File: src/rtl/priority_encoder_10bit_if.sv
// Ready/valid bundle for priority_encoder_10bit: line-vector input side and encoded-address output.
interface priority_encoder_10bit_if #(
   parameter int unsigned ADDR_W = 10
);
   localparam int unsigned DATA_W = 2 ** ADDR_W;

   logic              in_valid;
   logic              in_ready;
   logic [DATA_W-1:0] in_data;
   logic              out_valid;
   logic              out_ready;
   logic [ADDR_W-1:0] out_addr;
   logic              out_hit;
   logic              out_multi;

   modport master (
      output in_valid, in_data, out_ready,
      input  in_ready, out_valid, out_addr, out_hit, out_multi
   );

   modport slave (
      input  in_valid, in_data, out_ready,
      output in_ready, out_valid, out_addr, out_hit, out_multi
   );
endinterface

File: src/rtl/priority_encoder_10bit.sv
// Sequential lowest-index priority encoder: 1024-bit line vector -> 10-bit address, CHUNK_W bits/cycle.
// Define PRIORITY_ENC_MULTI_DETECT_EN for full-length scans with multiple-hit detection on out_multi.
module priority_encoder_10bit #(
   parameter int unsigned ADDR_W  = 10,
   parameter int unsigned CHUNK_W = 32
) (
   input logic                    clk,
   input logic                    rst,
   priority_encoder_10bit_if.slave bus
);
   localparam int unsigned DATA_W     = 2 ** ADDR_W;
   localparam int unsigned NUM_CHUNKS = DATA_W / CHUNK_W;
   localparam int unsigned OFF_W      = $clog2(CHUNK_W);
   localparam int unsigned K_W        = ADDR_W - OFF_W;

   typedef enum logic [1:0] {StIdle, StScan, StDone} state_e;

   state_e                               r_state;
   logic [NUM_CHUNKS-1:0][CHUNK_W-1:0]   r_data;
   logic [K_W-1:0]                       r_k;
   logic                                 r_in_ready;
   logic                                 r_out_valid;
   logic [ADDR_W-1:0]                    r_out_addr;
   logic                                 r_out_hit;

   logic [CHUNK_W-1:0]                   w_chunk;
   logic [OFF_W-1:0]                     w_off;
   logic                                 w_nz;
   logic                                 w_last;

   assign w_chunk = r_data[r_k];
   assign w_nz    = |w_chunk;
   assign w_last  = (r_k == K_W'(NUM_CHUNKS - 1));

   // Descending loop so the lowest set bit is the last (winning) assignment.
   always_comb begin
      w_off = '0;
      for (int i = CHUNK_W - 1; i >= 0; i--) begin
         if (w_chunk[i]) w_off = OFF_W'(i);
      end
   end

`ifdef PRIORITY_ENC_MULTI_DETECT_EN
   logic              r_seen;
   logic              r_multi;
   logic [ADDR_W-1:0] r_first;
   logic              r_out_multi;
   logic              w_many;

   assign w_many        = |(w_chunk & (w_chunk - CHUNK_W'(1)));
   assign bus.out_multi = r_out_multi;
`else
   assign bus.out_multi = 1'b0;
`endif

   always_ff @(posedge clk or posedge rst) begin
      if (rst) begin
         r_state     <= StIdle;
         r_data      <= '0;
         r_k         <= '0;
         r_in_ready  <= 1'b1;
         r_out_valid <= 1'b0;
         r_out_addr  <= '0;
         r_out_hit   <= 1'b0;
`ifdef PRIORITY_ENC_MULTI_DETECT_EN
         r_seen      <= 1'b0;
         r_multi     <= 1'b0;
         r_first     <= '0;
         r_out_multi <= 1'b0;
`endif
      end else begin
         unique case (r_state)
            StIdle: begin
               if (bus.in_valid && r_in_ready) begin
                  r_data     <= bus.in_data;
                  r_k        <= '0;
                  r_in_ready <= 1'b0;
                  r_state    <= StScan;
`ifdef PRIORITY_ENC_MULTI_DETECT_EN
                  r_seen     <= 1'b0;
                  r_multi    <= 1'b0;
                  r_first    <= '0;
`endif
               end
            end
            StScan: begin
`ifdef PRIORITY_ENC_MULTI_DETECT_EN
               // First hit is kept; later chunks only feed the multi flag.
               if (w_nz && !r_seen) begin
                  r_seen  <= 1'b1;
                  r_first <= {r_k, w_off};
               end
               if (w_many || (w_nz && r_seen)) r_multi <= 1'b1;
               if (w_last) begin
                  r_out_valid <= 1'b1;
                  r_out_hit   <= r_seen | w_nz;
                  r_out_addr  <= r_seen ? r_first : (w_nz ? {r_k, w_off} : '0);
                  r_out_multi <= r_multi | w_many | (w_nz & r_seen);
                  r_state     <= StDone;
               end else begin
                  r_k <= r_k + K_W'(1);
               end
`else
               if (w_nz) begin
                  r_out_valid <= 1'b1;
                  r_out_hit   <= 1'b1;
                  r_out_addr  <= {r_k, w_off};
                  r_state     <= StDone;
               end else if (w_last) begin
                  r_out_valid <= 1'b1;
                  r_out_hit   <= 1'b0;
                  r_out_addr  <= '0;
                  r_state     <= StDone;
               end else begin
                  r_k <= r_k + K_W'(1);
               end
`endif
            end
            StDone: begin
               if (bus.out_ready) begin
                  r_out_valid <= 1'b0;
                  r_in_ready  <= 1'b1;
                  r_state     <= StIdle;
               end
            end
            default: r_state <= StIdle;
         endcase
      end
   end

   assign bus.in_ready  = r_in_ready;
   assign bus.out_valid = r_out_valid;
   assign bus.out_addr  = r_out_addr;
   assign bus.out_hit   = r_out_hit;
endmodule

File: src/flat_wrapper.sv
// flat-port wrapper written by rule: the top's interface ports become plain ports
module priority_encoder_10bit_flat 
#(
   parameter int unsigned ADDR_W  = 10,
   parameter int unsigned CHUNK_W = 32
)
  (clk, rst, bus_in_valid, bus_in_data, bus_out_ready, bus_in_ready, bus_out_valid, bus_out_addr, bus_out_hit, bus_out_multi);
  priority_encoder_10bit_if #(.ADDR_W(ADDR_W)) bus_i ();
  input logic clk;
  input logic rst;
  input wire logic [$bits(bus_i.in_valid)-1:0] bus_in_valid;
  input wire logic [$bits(bus_i.in_data)-1:0] bus_in_data;
  input wire logic [$bits(bus_i.out_ready)-1:0] bus_out_ready;
  output wire logic [$bits(bus_i.in_ready)-1:0] bus_in_ready;
  output wire logic [$bits(bus_i.out_valid)-1:0] bus_out_valid;
  output wire logic [$bits(bus_i.out_addr)-1:0] bus_out_addr;
  output wire logic [$bits(bus_i.out_hit)-1:0] bus_out_hit;
  output wire logic [$bits(bus_i.out_multi)-1:0] bus_out_multi;
  assign bus_i.in_valid = bus_in_valid;
  assign bus_i.in_data = bus_in_data;
  assign bus_i.out_ready = bus_out_ready;
  assign bus_in_ready = bus_i.in_ready;
  assign bus_out_valid = bus_i.out_valid;
  assign bus_out_addr = bus_i.out_addr;
  assign bus_out_hit = bus_i.out_hit;
  assign bus_out_multi = bus_i.out_multi;
  priority_encoder_10bit #(.ADDR_W(ADDR_W), .CHUNK_W(CHUNK_W)) u_core (.clk(clk), .rst(rst), .bus(bus_i));
endmodule
File: config.mk
export PLATFORM = sky130hd
export DESIGN_NAME = priority_encoder_10bit_flat
export DESIGN_NICKNAME = d
export VERILOG_FILES = /design/src/rtl/priority_encoder_10bit_if.sv /design/src/rtl/priority_encoder_10bit.sv /design/src/flat_wrapper.sv
export SDC_FILE = /design/constraint.sdc
export NUM_CORES = 2
export LEC_CHECK = 0
export CORE_AREA = 2 2 403 405
export DETAILED_ROUTE_END_ITERATION = 7
export DIE_AREA = 0 0 405 407
export PLACE_DENSITY = 0.54
export REMOVE_ABC_BUFFERS = 1
export SYNTH_ARGS = -nofsm -noshare
export SYNTH_HDL_FRONTEND = slang
export SYNTH_SLANG_ARGS = --single-unit
export TNS_END_PERCENT = 30
File: constraint.sdc
create_clock -name clk -period 54.7 [get_ports clk]
set_clock_uncertainty 0.15 [all_clocks]
set_input_delay 16.41 -clock clk [delete_from_list [all_inputs] [get_ports clk]]
set_output_delay 16.41 -clock clk [all_outputs]
set_load 0.005 [all_outputs]
==> out/summary.md <==
The worst hold path cell count came out at 1. The worst vdd rail ir drop is 0.0348 mV, and the critical-path maximum fanout is 150. From left edge to right edge, the die measures 405 um.

The run gives 39.8% as the combinational fraction of design power. The flow ran to the end, and the final reports show no timing, DRC or antenna violations. After layout, the minimum clock period comes to 21.20 ns.

The number of rows created at floorplan was 147. Setup repair after global routing left no endpoint under its margin. The worst setup path is captured at an async pin.

The analysis attributes to net switching a power of 1.29 mW. For this block, the routed nets add up to 186,000 um of wire. At the pin with the least slew margin, the transition time is 1.20 ns. Total DRC errors in the routed layout: 0. Measured against its own limit, the worst slew margin works out to 19.9%. Data arrives at the worst endpoint at 21.75 ns. Signed area change from the synthesized netlist to the final layout: 34.5%. The floorplan die height was 407 um. The critical path in this run is classified as input pin to async pin. Dividing the final minimum period by the clock period gives 38.8%. The net count of the finished layout is 5,356, and the quantity of I/O buffers inserted on ports is 1,040.

The clock network fraction of total power is 21.8%. The clock net in this run drives a total of 1,044 sinks. Measured in cells, the most critical reg-to-reg path has a length of 14. In this run the clock root is driven by a sky130_fd_sc_hd__clkbuf_16.

The total overflow left after global routing is 0. Switching part of the total power: 34.6%. The first-pass iteration count of the detailed router was 5. Setup violations remaining at the end of the flow were counted as 0. The global-route total usage across every layer came out at 22.0%. After synthesis, the cell types taking the most area are sky130_fd_sc_hd__dfrtp_1, sky130_fd_sc_hd__mux2_2, sky130_fd_sc_hd__mux4_2, sky130_fd_sc_hd__mux2i_1, sky130_fd_sc_hd__a22oi_1. The logs give 55.25 ns for the endpoint required time on the critical path and 0.76 ns for the later-pin clock latency in the skew report. In this run the worst hold path is classified as register to register.

For the TritonCTS buffer count, the log shows 120. In the synthesized netlist the dominant register cell turns out to be sky130_fd_sc_hd__dfrtp_1. The initial antenna violation count came out at 67. In the final routed layout, each cell accounts on average for 28.1 um. For the total setup buffers inserted after CTS, the log shows 0. TritonCTS built the clock tree. The flop and latch count out of synthesis was 1,044.

The count of warnings emitted by yosys was 0. The wire length of the first global-routing pass came out at 258,000 um. In this run, synthesis inferred 0 flip-flops with an integrated enable.

Core footprint: 0.160 mm^2. The power density normalized to cell area works out to 57.1 mW/mm^2. Using the TritonRoute via totals, the vias-per-cell ratio works out to 5.00. Synthesized area divided by synthesized cell count: 14.6 um^2.

Timing would allow up to 47.2 MHz. Sequential elements use 53.7% of the synthesized area. Number of distinct library cell variants in the gate-level netlist after synthesis: 75. Share of synthesized registers carrying an async set or reset: 100%.

First-iteration detailed-routing DRC count: 2,488. The logs give 30.4% for the initial core utilization and 0 for the hold violation count in the final report. The weighted congestion at the end of routability-driven global placement is 0.851, and the post-place instance area is 0.0614 mm^2. Once layout is complete, the utilization of the core stands at 40.9%.

The full die area was 0.165 mm^2; the synthesized instance count was 3,324. After clock tree synthesis, the clock-pin slew on the worst setup and hold paths is 0.06 ns. Share of power burned in registers: 38.4%. In the final layout, the share of cells above drive strength 1 is 33.6%. The top cell type by area accounts for 53.6% of the synthesized area. The number of global-route vias before repair came out at 34,900. By instance count, the cell type seen most on the critical path is sky130_fd_sc_hd__buf_4.

The final design instance area without fill is 0.0655 mm^2. The total number of H-tree levels came out at 3. For the final routed database, the setup TNS stands at 0 ns. For this block, the via count after detailed routing is 33,100. On the worst path, the slowest cell contributes a delay of 0.95 ns.

Among all stages on the critical path, the largest delay is contributed by sky130_fd_sc_hd__buf_4. The top cell type by total area after synthesis was sky130_fd_sc_hd__dfrtp_1. The signal on the critical path passes through clkdlybuf4s50_1 > inv_8 > buf_4 > buf_4 > buf_4 > buf_12 > buf_4. The tools report the max-slew violation total from the final report as 0.

The number of nets still failing antenna checks after routing was 0. Nature of the critical path startpoint: an input pin. The logs give 0.0487 mm^2 for the netlist area before placement and 141,000 um for the HPWL after detailed placement.

The clock passes through at most 3 buffers. The internal portion of the total power is 2.44 mW. The max capacitance violation total came out at 0. Hold repair after CTS inserted 0 buffers.

The logs give 0 for the total of cells resized after clock tree synthesis and 25.6 nW for the leakage power total. Entering global routing, the biggest net connects 173 pins. 1,042 I/O pins were placed.
[metal layers]
metal	vias to the layer above	track usage (%)	routed length [um]
met3	256	4.73	10500
met1	17300	28.1	77900
met4	32	7.67	5120
met2	946	36.7	92800
li1	14500	-	-
met5	-	0	200
[final cells by class]
cell class	instances	area (um^2)
diodes	48	120
clock buffers	174	3450
clock inverters	42	523
multi-input cells	2025	21400
inverters	21	86.3
fillers	15100	94700
flip-flops and latches	1044	26100
repair buffers	1111	11000
well taps	2160	2700
[kinds of logic (layout without fill, tap and decap cells)]
family	Yosys count	count (layout)	share of synthesized area, %
adder cells (fa/ha/maj)	5	5	0.129
AND/OR/NAND/NOR	299	299	3.31
buffers and inverters	255	1348	2.39
flip-flops	1044	1044	53.7
multiplexers	1436	1436	36.2
AO/OA/AOI/OAI	284	284	4.26
other	1	49	0.00770
[worst max-delay path, delay by kind of cell]
kind	cells	cell delay (ns)
buffers and inverters	7	4.93
[registers in the layout (all words and copies together) (netlist names)]
signal,flops
u_core.bus.out_addr,10
u_core.r_state,2
u_core.bus.out_valid,1
u_core.r_data,1024
u_core.bus.in_ready,1
u_core.r_k,5
u_core.bus.out_hit,1
[power groups by stage]
| stage | clock network [mW] | registers (mW) | logic [mW] |
|---|---|---|---|
| 6_report | 0.815 | 1.44 | 1.49 |
| 2_1_floorplan | 0 | 1.40 | 1.83 |
| 3_3_place_gp | 0 | 1.43 | 1.48 |
| 3_5_place_dp | 0 | 1.44 | 1.51 |
| 5_1_grt | 0.867 | 1.48 | 1.60 |
| 4_1_cts | 0.836 | 1.43 | 1.51 |
[cells in the mapped netlist (13+ instances only)]
cell type	n
sky130_fd_sc_hd__a211oi_1	19
sky130_fd_sc_hd__a21oi_1	27
sky130_fd_sc_hd__a22o_1	13
sky130_fd_sc_hd__a22oi_1	97
sky130_fd_sc_hd__buf_1	26
sky130_fd_sc_hd__buf_2	56
sky130_fd_sc_hd__clkbuf_1	134
sky130_fd_sc_hd__dfrtp_1	1043
sky130_fd_sc_hd__inv_1	19
sky130_fd_sc_hd__mux2_2	1036
sky130_fd_sc_hd__mux2i_1	243
sky130_fd_sc_hd__mux4_2	157
sky130_fd_sc_hd__nand2_1	31
sky130_fd_sc_hd__nand3_1	74
sky130_fd_sc_hd__nand4_1	15
sky130_fd_sc_hd__nor2_1	63
sky130_fd_sc_hd__nor2b_1	19
sky130_fd_sc_hd__nor3_1	37
sky130_fd_sc_hd__o21ai_0	28
sky130_fd_sc_hd__o31ai_1	14
[layout by cell type, fill, tap and decap left out, drive strengths merged, types with 6 or more instances in the layout]
cell,Yosys,layout
dfrtp,1043,1043
clkdlybuf4s50,0,1040
mux2,1036,1036
mux2i,243,243
clkbuf,134,174
mux4,157,157
a22oi,99,99
nand3,74,74
buf,100,71
nor2,64,64
diode,0,48
nor3,37,37
nand2,31,31
clkinv,1,29
o21ai,28,28
a21oi,27,27
inv,20,24
a211oi,19,19
nor2b,19,19
nand4,18,18
o31ai,14,14
a22o,13,13
nor4,12,12
nor3b,11,11
o22ai,11,11
a221oi,8,8
nand2b,7,7
a31oi,7,7
bufinv,0,7
and3,6,6
and2,6,6
a311oi,6,6
[per-stage QoR]
step | power (mW) | hold slack [ns] | worst slack (ns) | instances
final | 3.74 | 0.348 | 33.50 | 6625
after detailed placement | 2.95 | 0.337 | 32.49 | 6361
after global placement | 2.91 | 0.330 | 32.51 | 6361
after CTS | 3.78 | 0.351 | 33.33 | 6577
after floorplan | 3.23 | 0.324 | 6.88 | 3090
after global routing | 3.95 | 0.356 | 32.74 | 6619
[path summary, 6_finish.rpt]
kind / to / slack, ns / from
setup / recovery: u_core.r_data[637]$_DFFE_PP0P_ / 33.50 / rst
max in group clk: u_core.r_data[579]$_DFFE_PP0P_ / 34.05 / bus_in_valid
min in group asynchronous: u_core.r_data[141]$_DFFE_PP0P_ / 16.15 / rst
setup reg to reg: u_core.bus.out_addr[7]$_DFFE_PP0P_ / 47.13 / u_core.r_k[1]$_DFFE_PP0P_
hold reg to reg: u_core.r_data[458]$_DFFE_PP0P_ / 0.35 / u_core.r_data[458]$_DFFE_PP0P_
hold / removal: u_core.r_data[458]$_DFFE_PP0P_ / 0.35 / u_core.r_data[458]$_DFFE_PP0P_
No activity file was read; power rests on OpenSTA's default activity.
